<file path="src/rtl/sync_pkg.sv">
// sync_pkg: shared types and constants for the sync pulse generator.
package sync_pkg;

  // Frame generator control states
  typedef enum logic [1:0] {
    S_IDLE     = 2'd0,
    S_RUN      = 2'd1,
    S_STOPPING = 2'd2
  } state_t;

  // Reset-time frame configuration: 1 kHz frame, 1 us pulse at 33 MHz
  localparam int unsigned DEF_PERIOD  = 33000;
  localparam int unsigned DEF_WIDTH   = 33;

  localparam int unsigned FRAME_CNT_W = 16;
  localparam int unsigned BURST_W     = 16;

endpackage

</file>
<file path="src/rtl/sync_channel.sv">
// sync_channel: one output bit, high while delay <= phase < delay + width.
module sync_channel #(
  parameter int unsigned CNT_W = 32
) (
  input  logic             CLOCK_33,
  input  logic             rst,
  input  logic             i_en,
  input  logic [CNT_W-1:0] i_phase,
  input  logic [CNT_W-1:0] i_p,
  input  logic [CNT_W-1:0] i_w,
  input  logic [CNT_W-1:0] i_delay,
  output logic             o_sync
);

  logic [CNT_W:0] w_end;
  logic           w_hit;
  logic           r_sync;

  // Pulse window; the end is formed one bit wider so delay + width cannot overflow
  always_comb begin
    w_end = {1'b0, i_delay} + {1'b0, i_w};
    w_hit = (i_delay < i_p) && (i_phase >= i_delay) && ({1'b0, i_phase} < w_end);
  end

  // Registered pulse output
  always_ff @(posedge CLOCK_33 or posedge rst) begin
    if (rst) begin
      r_sync <= 1'b0;
    end else begin
      r_sync <= i_en & w_hit;
    end
  end

  assign o_sync = r_sync;

endmodule

</file>
<file path="src/rtl/sync_pulse_gen.sv">
// sync_pulse_gen: periodic frame generator with one programmable pulse per channel.
// Optional feature: define SYNC_BURST_EN to add burst_len/burst_done (auto stop after N frames).
module sync_pulse_gen
  import sync_pkg::*;
#(
  parameter int unsigned N_CH  = 4,
  parameter int unsigned CNT_W = 32
) (
  input  logic                   CLOCK_33,
  input  logic                   rst,
  input  logic                   start,
  input  logic                   stop,
  input  logic                   cfg_load,
  input  logic [CNT_W-1:0]       period,
  input  logic [CNT_W-1:0]       width,
  input  logic [N_CH*CNT_W-1:0]  delay,
`ifdef SYNC_BURST_EN
  input  logic [BURST_W-1:0]     burst_len,
  output logic                   burst_done,
`endif
  output logic [N_CH-1:0]        sync_out,
  output logic                   running,
  output logic [FRAME_CNT_W-1:0] frame_cnt
);

  localparam int unsigned DLY_W = N_CH * CNT_W;

  state_t                 r_state;
  state_t                 w_state_nxt;
  logic                   r_start_q;
  logic                   r_stop_q;
  logic [CNT_W-1:0]       r_phase;
  logic [FRAME_CNT_W-1:0] r_frame_cnt;
  logic                   r_running;

  logic [CNT_W-1:0]       r_per;
  logic [CNT_W-1:0]       r_wid;
  logic [DLY_W-1:0]       r_dly;
  logic [CNT_W-1:0]       r_pend_per;
  logic [CNT_W-1:0]       r_pend_wid;
  logic [DLY_W-1:0]       r_pend_dly;
  logic                   r_pend_vld;

  logic [CNT_W-1:0]       w_p;
  logic [CNT_W-1:0]       w_p_m1;
  logic [CNT_W-1:0]       w_w;
  logic                   w_active;
  logic                   w_wrap;
  logic                   w_burst_hit;
  logic                   w_frame_end;
  logic                   w_ch_en;

`ifdef SYNC_BURST_EN
  logic [BURST_W-1:0]     r_burst_len;
  logic [BURST_W-1:0]     r_pend_burst;
  logic [BURST_W-1:0]     r_burst_cnt;
  logic                   r_burst_done;
`endif

  // Effective period (at least 2) and width (at most P-1), frame wrap detect
  always_comb begin
    w_p      = (r_per < CNT_W'(2)) ? CNT_W'(2) : r_per;
    w_p_m1   = w_p - CNT_W'(1);
    w_w      = (r_wid > w_p_m1) ? w_p_m1 : r_wid;
    w_active = (r_state != S_IDLE);
    w_wrap   = w_active && (r_phase == w_p_m1);
  end

`ifdef SYNC_BURST_EN
  assign w_burst_hit = (r_state == S_RUN) && w_wrap && (r_burst_len != '0) &&
                       (BURST_W'(r_burst_cnt + BURST_W'(1)) == r_burst_len);
`else
  assign w_burst_hit = 1'b0;
`endif

  // Next-state logic; w_frame_end marks the wrap that returns to IDLE
  always_comb begin
    w_state_nxt = r_state;
    w_frame_end = 1'b0;
    case (r_state)
      S_IDLE: begin
        if (r_start_q && !r_stop_q) begin
          w_state_nxt = S_RUN;
        end
      end
      S_RUN: begin
        if (w_burst_hit) begin
          w_state_nxt = S_IDLE;
          w_frame_end = 1'b1;
        end else if (r_stop_q) begin
          w_state_nxt = S_STOPPING;
        end
      end
      S_STOPPING: begin
        if (w_wrap) begin
          w_state_nxt = S_IDLE;
          w_frame_end = 1'b1;
        end
      end
      default: begin
        w_state_nxt = S_IDLE;
      end
    endcase
  end

  assign w_ch_en = w_active & ~w_frame_end;

  // State register
  always_ff @(posedge CLOCK_33 or posedge rst) begin
    if (rst) begin
      r_state <= S_IDLE;
    end else begin
      r_state <= w_state_nxt;
    end
  end

  // Request retiming: the frame starts one edge after the request is seen
  always_ff @(posedge CLOCK_33 or posedge rst) begin
    if (rst) begin
      r_start_q <= 1'b0;
      r_stop_q  <= 1'b0;
    end else begin
      r_start_q <= start;
      r_stop_q  <= stop;
    end
  end

  // Phase counter, completed-frame counter and running flag
  always_ff @(posedge CLOCK_33 or posedge rst) begin
    if (rst) begin
      r_phase     <= '0;
      r_frame_cnt <= '0;
      r_running   <= 1'b0;
    end else begin
      if (!w_active || w_wrap) begin
        r_phase <= '0;
      end else begin
        r_phase <= r_phase + CNT_W'(1);
      end
      if (w_wrap) begin
        r_frame_cnt <= r_frame_cnt + FRAME_CNT_W'(1);
      end
      r_running <= (w_state_nxt != S_IDLE);
    end
  end

  // Shadow/pending configuration: direct load when idle, otherwise only at a frame wrap
  always_ff @(posedge CLOCK_33 or posedge rst) begin
    if (rst) begin
      r_per      <= CNT_W'(DEF_PERIOD);
      r_wid      <= CNT_W'(DEF_WIDTH);
      r_dly      <= '0;
      r_pend_per <= '0;
      r_pend_wid <= '0;
      r_pend_dly <= '0;
      r_pend_vld <= 1'b0;
    end else begin
      if (cfg_load && (!w_active || w_wrap)) begin
        r_per <= period;
        r_wid <= width;
        r_dly <= delay;
      end else if (w_wrap && r_pend_vld) begin
        r_per <= r_pend_per;
        r_wid <= r_pend_wid;
        r_dly <= r_pend_dly;
      end
      if (cfg_load && w_active && !w_wrap) begin
        r_pend_per <= period;
        r_pend_wid <= width;
        r_pend_dly <= delay;
        r_pend_vld <= 1'b1;
      end else if (w_wrap) begin
        r_pend_vld <= 1'b0;
      end
    end
  end

`ifdef SYNC_BURST_EN
  // Burst length shadow, frames-in-run counter and termination pulse
  always_ff @(posedge CLOCK_33 or posedge rst) begin
    if (rst) begin
      r_burst_len  <= '0;
      r_pend_burst <= '0;
      r_burst_cnt  <= '0;
      r_burst_done <= 1'b0;
    end else begin
      if (cfg_load && (!w_active || w_wrap)) begin
        r_burst_len <= burst_len;
      end else if (w_wrap && r_pend_vld) begin
        r_burst_len <= r_pend_burst;
      end
      if (cfg_load && w_active && !w_wrap) begin
        r_pend_burst <= burst_len;
      end
      if (!w_active) begin
        r_burst_cnt <= '0;
      end else if (w_wrap) begin
        r_burst_cnt <= r_burst_cnt + BURST_W'(1);
      end
      r_burst_done <= w_burst_hit;
    end
  end

  assign burst_done = r_burst_done;
`endif

  // One comparator per channel
  for (genvar gi = 0; gi < N_CH; gi++) begin : g_ch
    sync_channel #(
      .CNT_W (CNT_W)
    ) u_ch (
      .CLOCK_33 (CLOCK_33),
      .rst      (rst),
      .i_en     (w_ch_en),
      .i_phase  (r_phase),
      .i_p      (w_p),
      .i_w      (w_w),
      .i_delay  (r_dly[gi*CNT_W +: CNT_W]),
      .o_sync   (sync_out[gi])
    );
  end

  assign running   = r_running;
  assign frame_cnt = r_frame_cnt;

endmodule
</file>
<file path="config.mk">
export PLATFORM = sky130hd
export DESIGN_NAME = sync_pulse_gen
export DESIGN_NICKNAME = d
export VERILOG_FILES = /design/src/rtl/sync_pkg.sv /design/src/rtl/sync_channel.sv /design/src/rtl/sync_pulse_gen.sv
export SDC_FILE = /design/constraint.sdc
export NUM_CORES = 2
export LEC_CHECK = 0
export BUFFER_PORTS_ARGS = -buffer_cell sky130_fd_sc_hd__buf_2
export CAP_MARGIN = 20
export CORE_MARGIN = 4
export CORE_UTILIZATION = 40
export CTS_CLUSTER_DIAMETER = 50
export DETAILED_ROUTE_END_ITERATION = 16
export SLEW_MARGIN = 20
export SYNTH_ARGS = -nofsm -noshare
export SYNTH_HDL_FRONTEND = slang
export SYNTH_SLANG_ARGS = --single-unit
</file>
<file path="constraint.sdc">
create_clock -name CLOCK_33 -period 28.5 [get_ports CLOCK_33]
set_input_delay 1.425 -clock CLOCK_33 [delete_from_list [all_inputs] [get_ports CLOCK_33]]
set_output_delay 1.425 -clock CLOCK_33 [all_outputs]
set_load 0.03 [all_outputs]
</file>
== Yosys cells after proc, flatten, opt, wreduce, memory -nomap -nowiden ==
Cells that the tools add are included.

* Reductions and logical operators: 23
* Order comparisons: 14
* Add/sub/neg operators: 7
* Mux-type cells: 17
* Equal/unequal tests: 3
* Bitwise logic cells: 6

{| class="wikitable"
|+ Operators with widths
! operator !! number
|-
| 128-bit two-way mux || 2
|-
| 32-bit two-way mux || 7
|-
| 32-bit by 32-bit adder with 33-bit output || 4
|-
| 32-bit by 33-bit less-than comparator with 1-bit output || 4
|-
| 32-bit >= comparator || 4
|-
| 32-bit less-than comparator || 4
|-
| 32-bit by 1-bit adder with 32-bit output, second input constant || 1
|-
| 32-bit == test || 1
|-
| 32-bit > comparator || 1
|-
| 32-bit by 2-bit less-than comparator with 1-bit output, second input constant || 1
|-
| 32-bit by 1-bit subtractor with 32-bit output, second input constant || 1
|-
| 16-bit by 1-bit adder with 16-bit output, second input constant || 1
|-
| 1-bit logical AND || 14
|-
| 2-bit nonzero test || 4
|-
| 2-bit two-way mux || 3
|-
| 2-bit case mux with 3 select lines || 1
|-
| 1-bit AND || 5
|-
| 1-bit two-way mux || 4
|-
| 1-bit zero test || 3
|-
| 2-bit by 1-bit == test with 1-bit output, second input constant || 1
|-
| 2-bit == test, second input constant || 1
|-
| 2-bit zero test || 1
|-
| 1-bit logical OR || 1
|-
| 1-bit NOT || 1
|}

* Output and inout port bits: 21
* Bits in registers: 442
* Word-level logic and storage cells: 87

== Longest topological paths before layout ==
* Depth in word-level cells: 10
* Gate-level depth with buffers: 45
* Depth with buffers taken out: 43

== Modules after synthesis ==
From an unflattened synthesis, not the netlist that was laid out.

* Cells, all modules: 3818
* Area total of the unflattened synthesis: 37947.6 µm²

{| class="wikitable"
|+ Modules (own cells, without submodules)
! module !! area each (µm²) !! times used !! sequential area each (µm²) !! cells an instance
|-
| sync_pulse_gen || 22384.0 || 1 || 10969.3 || 1747
|-
| sync_channel (g_ch[2].u_ch) || 4037.6 || 1 || 25.0 || 545
|-
| sync_channel (g_ch[1].u_ch) || 3920.0 || 1 || 25.0 || 518
|-
| sync_channel (g_ch[3].u_ch) || 3872.5 || 1 || 25.0 || 507
|-
| sync_channel (g_ch[0].u_ch) || 3733.6 || 1 || 25.0 || 501
|}

== Least setup slack after synthesis ==
No wires, ideal clock.

* Kind: reg2reg
* Start point: register r_per[18]
* End point: register g_ch[2].u_ch.r_sync
* Stages on the path, launching flop included: 40
* Required time: 28.380 ns
* Clock period less this slack: 10.136 ns
* Slack: 18.364 ns
* Data arrival time: 10.016 ns
* Cells stage by stage: dfrtp_1 > buf_6 > or4_4 > or4_4 > buf_6 > o31ai_4 > ha_1 > or4b_2 > nor4_1 > nand4_1 > xnor2_1 > ha_1 > a21o_1 > a21o_1 > a21o_1 > a21o_1 > a21o_1 > a21oi_1 > (+4 left out) > fa_1 > a21oi_1 > o2111ai_1 > a211oi_1 > o31a_1 > o211ai_1 > a221oi_1 > a311oi_1 > a2111oi_0 > a21oi_1 > xnor2_1 > ha_1 > nand4_1 > nor2_1 > o21ai_0 > a31oi_1 > o21ai_0 > and3_1

* Cells in the longest elaborated chain, start to end: 10

{| class="wikitable"
|+ RTL lines
! element !! line !! source
|-
| start, declared || sync_pulse_gen.sv:36 || <nowiki>logic [CNT_W-1:0] r_per;</nowiki>
|-
| start signal, assigned || sync_pulse_gen.sv:150 || <nowiki>r_per <= CNT_W'(DEF_PERIOD);</nowiki>
|-
| start signal, assigned || sync_pulse_gen.sv:159 || <nowiki>r_per <= period;</nowiki>
|-
| start signal, assigned || sync_pulse_gen.sv:163 || <nowiki>r_per <= r_pend_per;</nowiki>
|-
| 32-bit by 2-bit less-than comparator with 1-bit output || sync_pulse_gen.sv:62 || <nowiki>w_p = (r_per < CNT_W'(2)) ? CNT_W'(2) : r_per;</nowiki>
|-
| 32-bit two-way mux (*) || sync_pulse_gen.sv:62 ||
|-
| branches (longest 7 deep; another with 32-bit by 32-bit adder with 33-bit output) || -- ||
|-
| 1-bit AND (*) || sync_channel.sv:30 || <nowiki>r_sync <= i_en & w_hit;</nowiki>
|-
| end signal, assigned || sync_channel.sv:30 ||
|-
| end, declared || sync_channel.sv:17 || <nowiki>logic r_sync;</nowiki>
|}

Mark *: on every way between the ends.
A chain may end at the register's enable or synchronous reset.

== Worst setup path in the final report ==
* Start point: register r_per[17]
* End point: register g_ch[2].u_ch.r_sync

Same word-level chain as after synthesis.

==> out/summary.txt <==
top_reg_cell synth - dfrtp_1
Mapped Nets - 4481
period utilization - 42.9%
CP required - 29030 ps
core area - 88200 um2
Via density - 5.64
actual slew at the worst max-slew pin - 1260 ps
cts repair resizes - 0
layout cells sized above 1 - 11.0%
Post-Route WL - 109 mm
synthesized cell area - 35600 um2
Bufs on Longest Clock Path - 3
Die W - 306 um
Synth area leaders - dfrtp_1 31%, ha_1 19%, mux2_1 5.8%
port bufs - 217
drt wl/cell - 21.2 um
startpoint types - register
min Tclk post-route - 12240 ps
cell mode on critical path - a21o_1
DRC viols - 0
die height - 306 um
Crit. End Element - register
die area - 93700 um2
DR iter-0 viols - 1809
clk_skew - 61.3 ps
setup_tns - 0 ps
Clock Root Buffer - clkbuf_16
max_cap viols - 0
pre-CTS setup slack - 16470 ps
Top-Level Pins - 218
first-pass GRT wire length - 168 mm
CP top delay family - compound AO/OA/AOI/OAI gates
worst skew pair latency - 690 ps
TritonCTS clock tree - yes
total setup buffers inserted after CTS - 0
Bufs and invs on worst path - 1
Final Hold Fails - 0
NumNets Final - 4691
unrepaired setup endpoints after global routing - no
Final Slew Violations - 0
Yosys reg bits - 442
CP Max Fanout - 60
Reg clk slew, reported paths - 60 ps
Slew headroom - 15.1%
fmax - 0.0817 GHz
critical path class - reg -> reg
Clock Sinks - 442
Site Rows - 109
H-tree depth - 2
slack of the critical path - 16260 ps
top-area cell type share of the netlist area - 30.6%
starting density of the core - 40.3%
Vias - 29100
Yosys warnings - 0
count of final setup violators - 0
Cells after Synth - 3741
status - complete, no violations
Detail Route Antenna Nets - 0
Detailed Routing Iterations Pass 1 - 7
vias in the first global route - 28400
crit path DAT - 12770 ps
Yosys top cell by area - dfrtp_1
slowest CP cell - a2111oi_0
total CTS buffers - 59
Placer Congestion - 0.956
post-synth cell types - 83
crit-path max cell delay - 840 ps
initial antenna violation count - 0
syn avg cell area - 9.51 um2
detailed-placement wirelength estimate - 85.9 mm
Hold WC Path Type - reg -> reg
cts hold-fix bufs - 0
Tot GR Track Use - 22.9%
pin count of the biggest net entering global routing - 159
ys async rst share - 100%
Area Growth Syn to Fin - 12.1%
grt ovf - 0
Post-synth EDFFs - 0
sequential fraction of the synthesis area - 31.1%
==> flip-flops by register name (all words and copies together), names as in the netlist, 2 cells and up <==
register	count
r_dly	128
r_pend_dly	128
r_pend_per	32
r_pend_wid	32
r_per	32
r_phase	32
r_wid	32
frame_cnt	16
g_ch.u_ch.o_sync	4
r_state	2
==> cell usage in the layout (no fill, tap or decap), drive strengths merged, types with 76 or more instances in the layout <==
master,instances
mux2i,195
a21oi,394
xnor2,117
nor2,358
clkbuf,76
buf,277
nand4,86
o21ai,165
dfrtp,435
inv,218
ha,539
mux2,193
xor2,89
a21o,132
nand2,119
==> final cells by class <==
class | instances | area [um2]
Tap cell | 1165 | 1460
Clock inverter | 31 | 358
Sequential cell | 442 | 11100
Inverter | 208 | 788
Multi-Input combinational cell | 2963 | 23000
Timing Repair Buffer | 277 | 1550
Fill cell | 8533 | 48400
Antenna cell | 2 | 5.00
Clock buffer | 76 | 1630
==> metrics by stage <==
stage | util (%) | hold slack [ps] | instances | cell area (um2)
after floorplan | - | 416 | 3741 | 35600
after global placement | 42.9 | 426 | 5054 | 37900
after detailed placement | 42.9 | 443 | 5054 | 37900
after CTS | 45.2 | 441 | 5161 | 39900
after global routing | 45.2 | 468 | 5162 | 39900
final | 45.2 | 436 | 5164 | 39900
==> cell families after synthesis <==
kind of cell    share of synthesized area, %
fa+ha+maj                               19.2
simple gates                            12.4
mux                                     11.6
compound gates                          16.2
buf+inv                                 4.27
xor+xnor                                5.20
flops                                   31.1
==> per-layer routing <==
metal  wire, um  GRT usage, %
met5          0             0
met4       2990          6.55
met3       5130          2.57
met2      49000          36.6
met1      52300          32.7
==> cell usage after synthesis (7+ instances only) <==
library cell  count
o21a_1           33
mux2_1          182
nand2b_1         45
a211oi_1         22
a21oi_1         394
nand3_1          67
and4_1           13
o31ai_1          11
xnor2_1         117
a21o_1          132
inv_1           208
or2_2             8
a221oi_1         13
a31oi_1          18
ha_1            539
nor2_1          358
and2_1           10
buf_6            16
mux2i_1         195
dfrtp_1         435
o211ai_1         24
o21bai_1         23
nor4_1           17
o2111ai_1        10
xor2_1           89
mux2_2           11
buf_4            30
nor2b_1          51
buf_2            19
and3_1           21
buf_1             7
o21ai_0         164
nand4_1          86
a31o_2            8
dfstp_2           7
or4_1             9
clkbuf_1         56
a2111oi_0        15
nand2_1         119
nor3_1           47
or3_1            15
a211o_1           9
==> worst paths after layout <==
path,start,to,slack [ps],cells past startpoint
worst max-delay path,r_per[17],g_ch[2].u_ch.o_sync,16260,38
worst min-delay path,r_stop_q,r_state[0],440,1
worst max register to register,r_per[17],g_ch[2].u_ch.o_sync,16260,38
worst min register to register,r_stop_q,r_state[0],440,1
max in group asynchronous,rst,g_ch[1].u_ch.o_sync,25520,4
min in group asynchronous,rst,r_pend_dly[108],830,2
==> worst reg2reg max path: cells and delay by family, from the launching register on <==
kind	cells	cell delay [ps]
flip-flops	1	510
XOR/XNOR	2	390
adder cells (fa/ha/maj)	5	1710
buffers and inverters	1	500
AO/OA/AOI/OAI	21	5810
AND/OR/NAND/NOR	9	3170
Power is left out: the tool's default activity adds up to more than one toggle a clock period on the data nets, which glitch-free logic cannot reach.
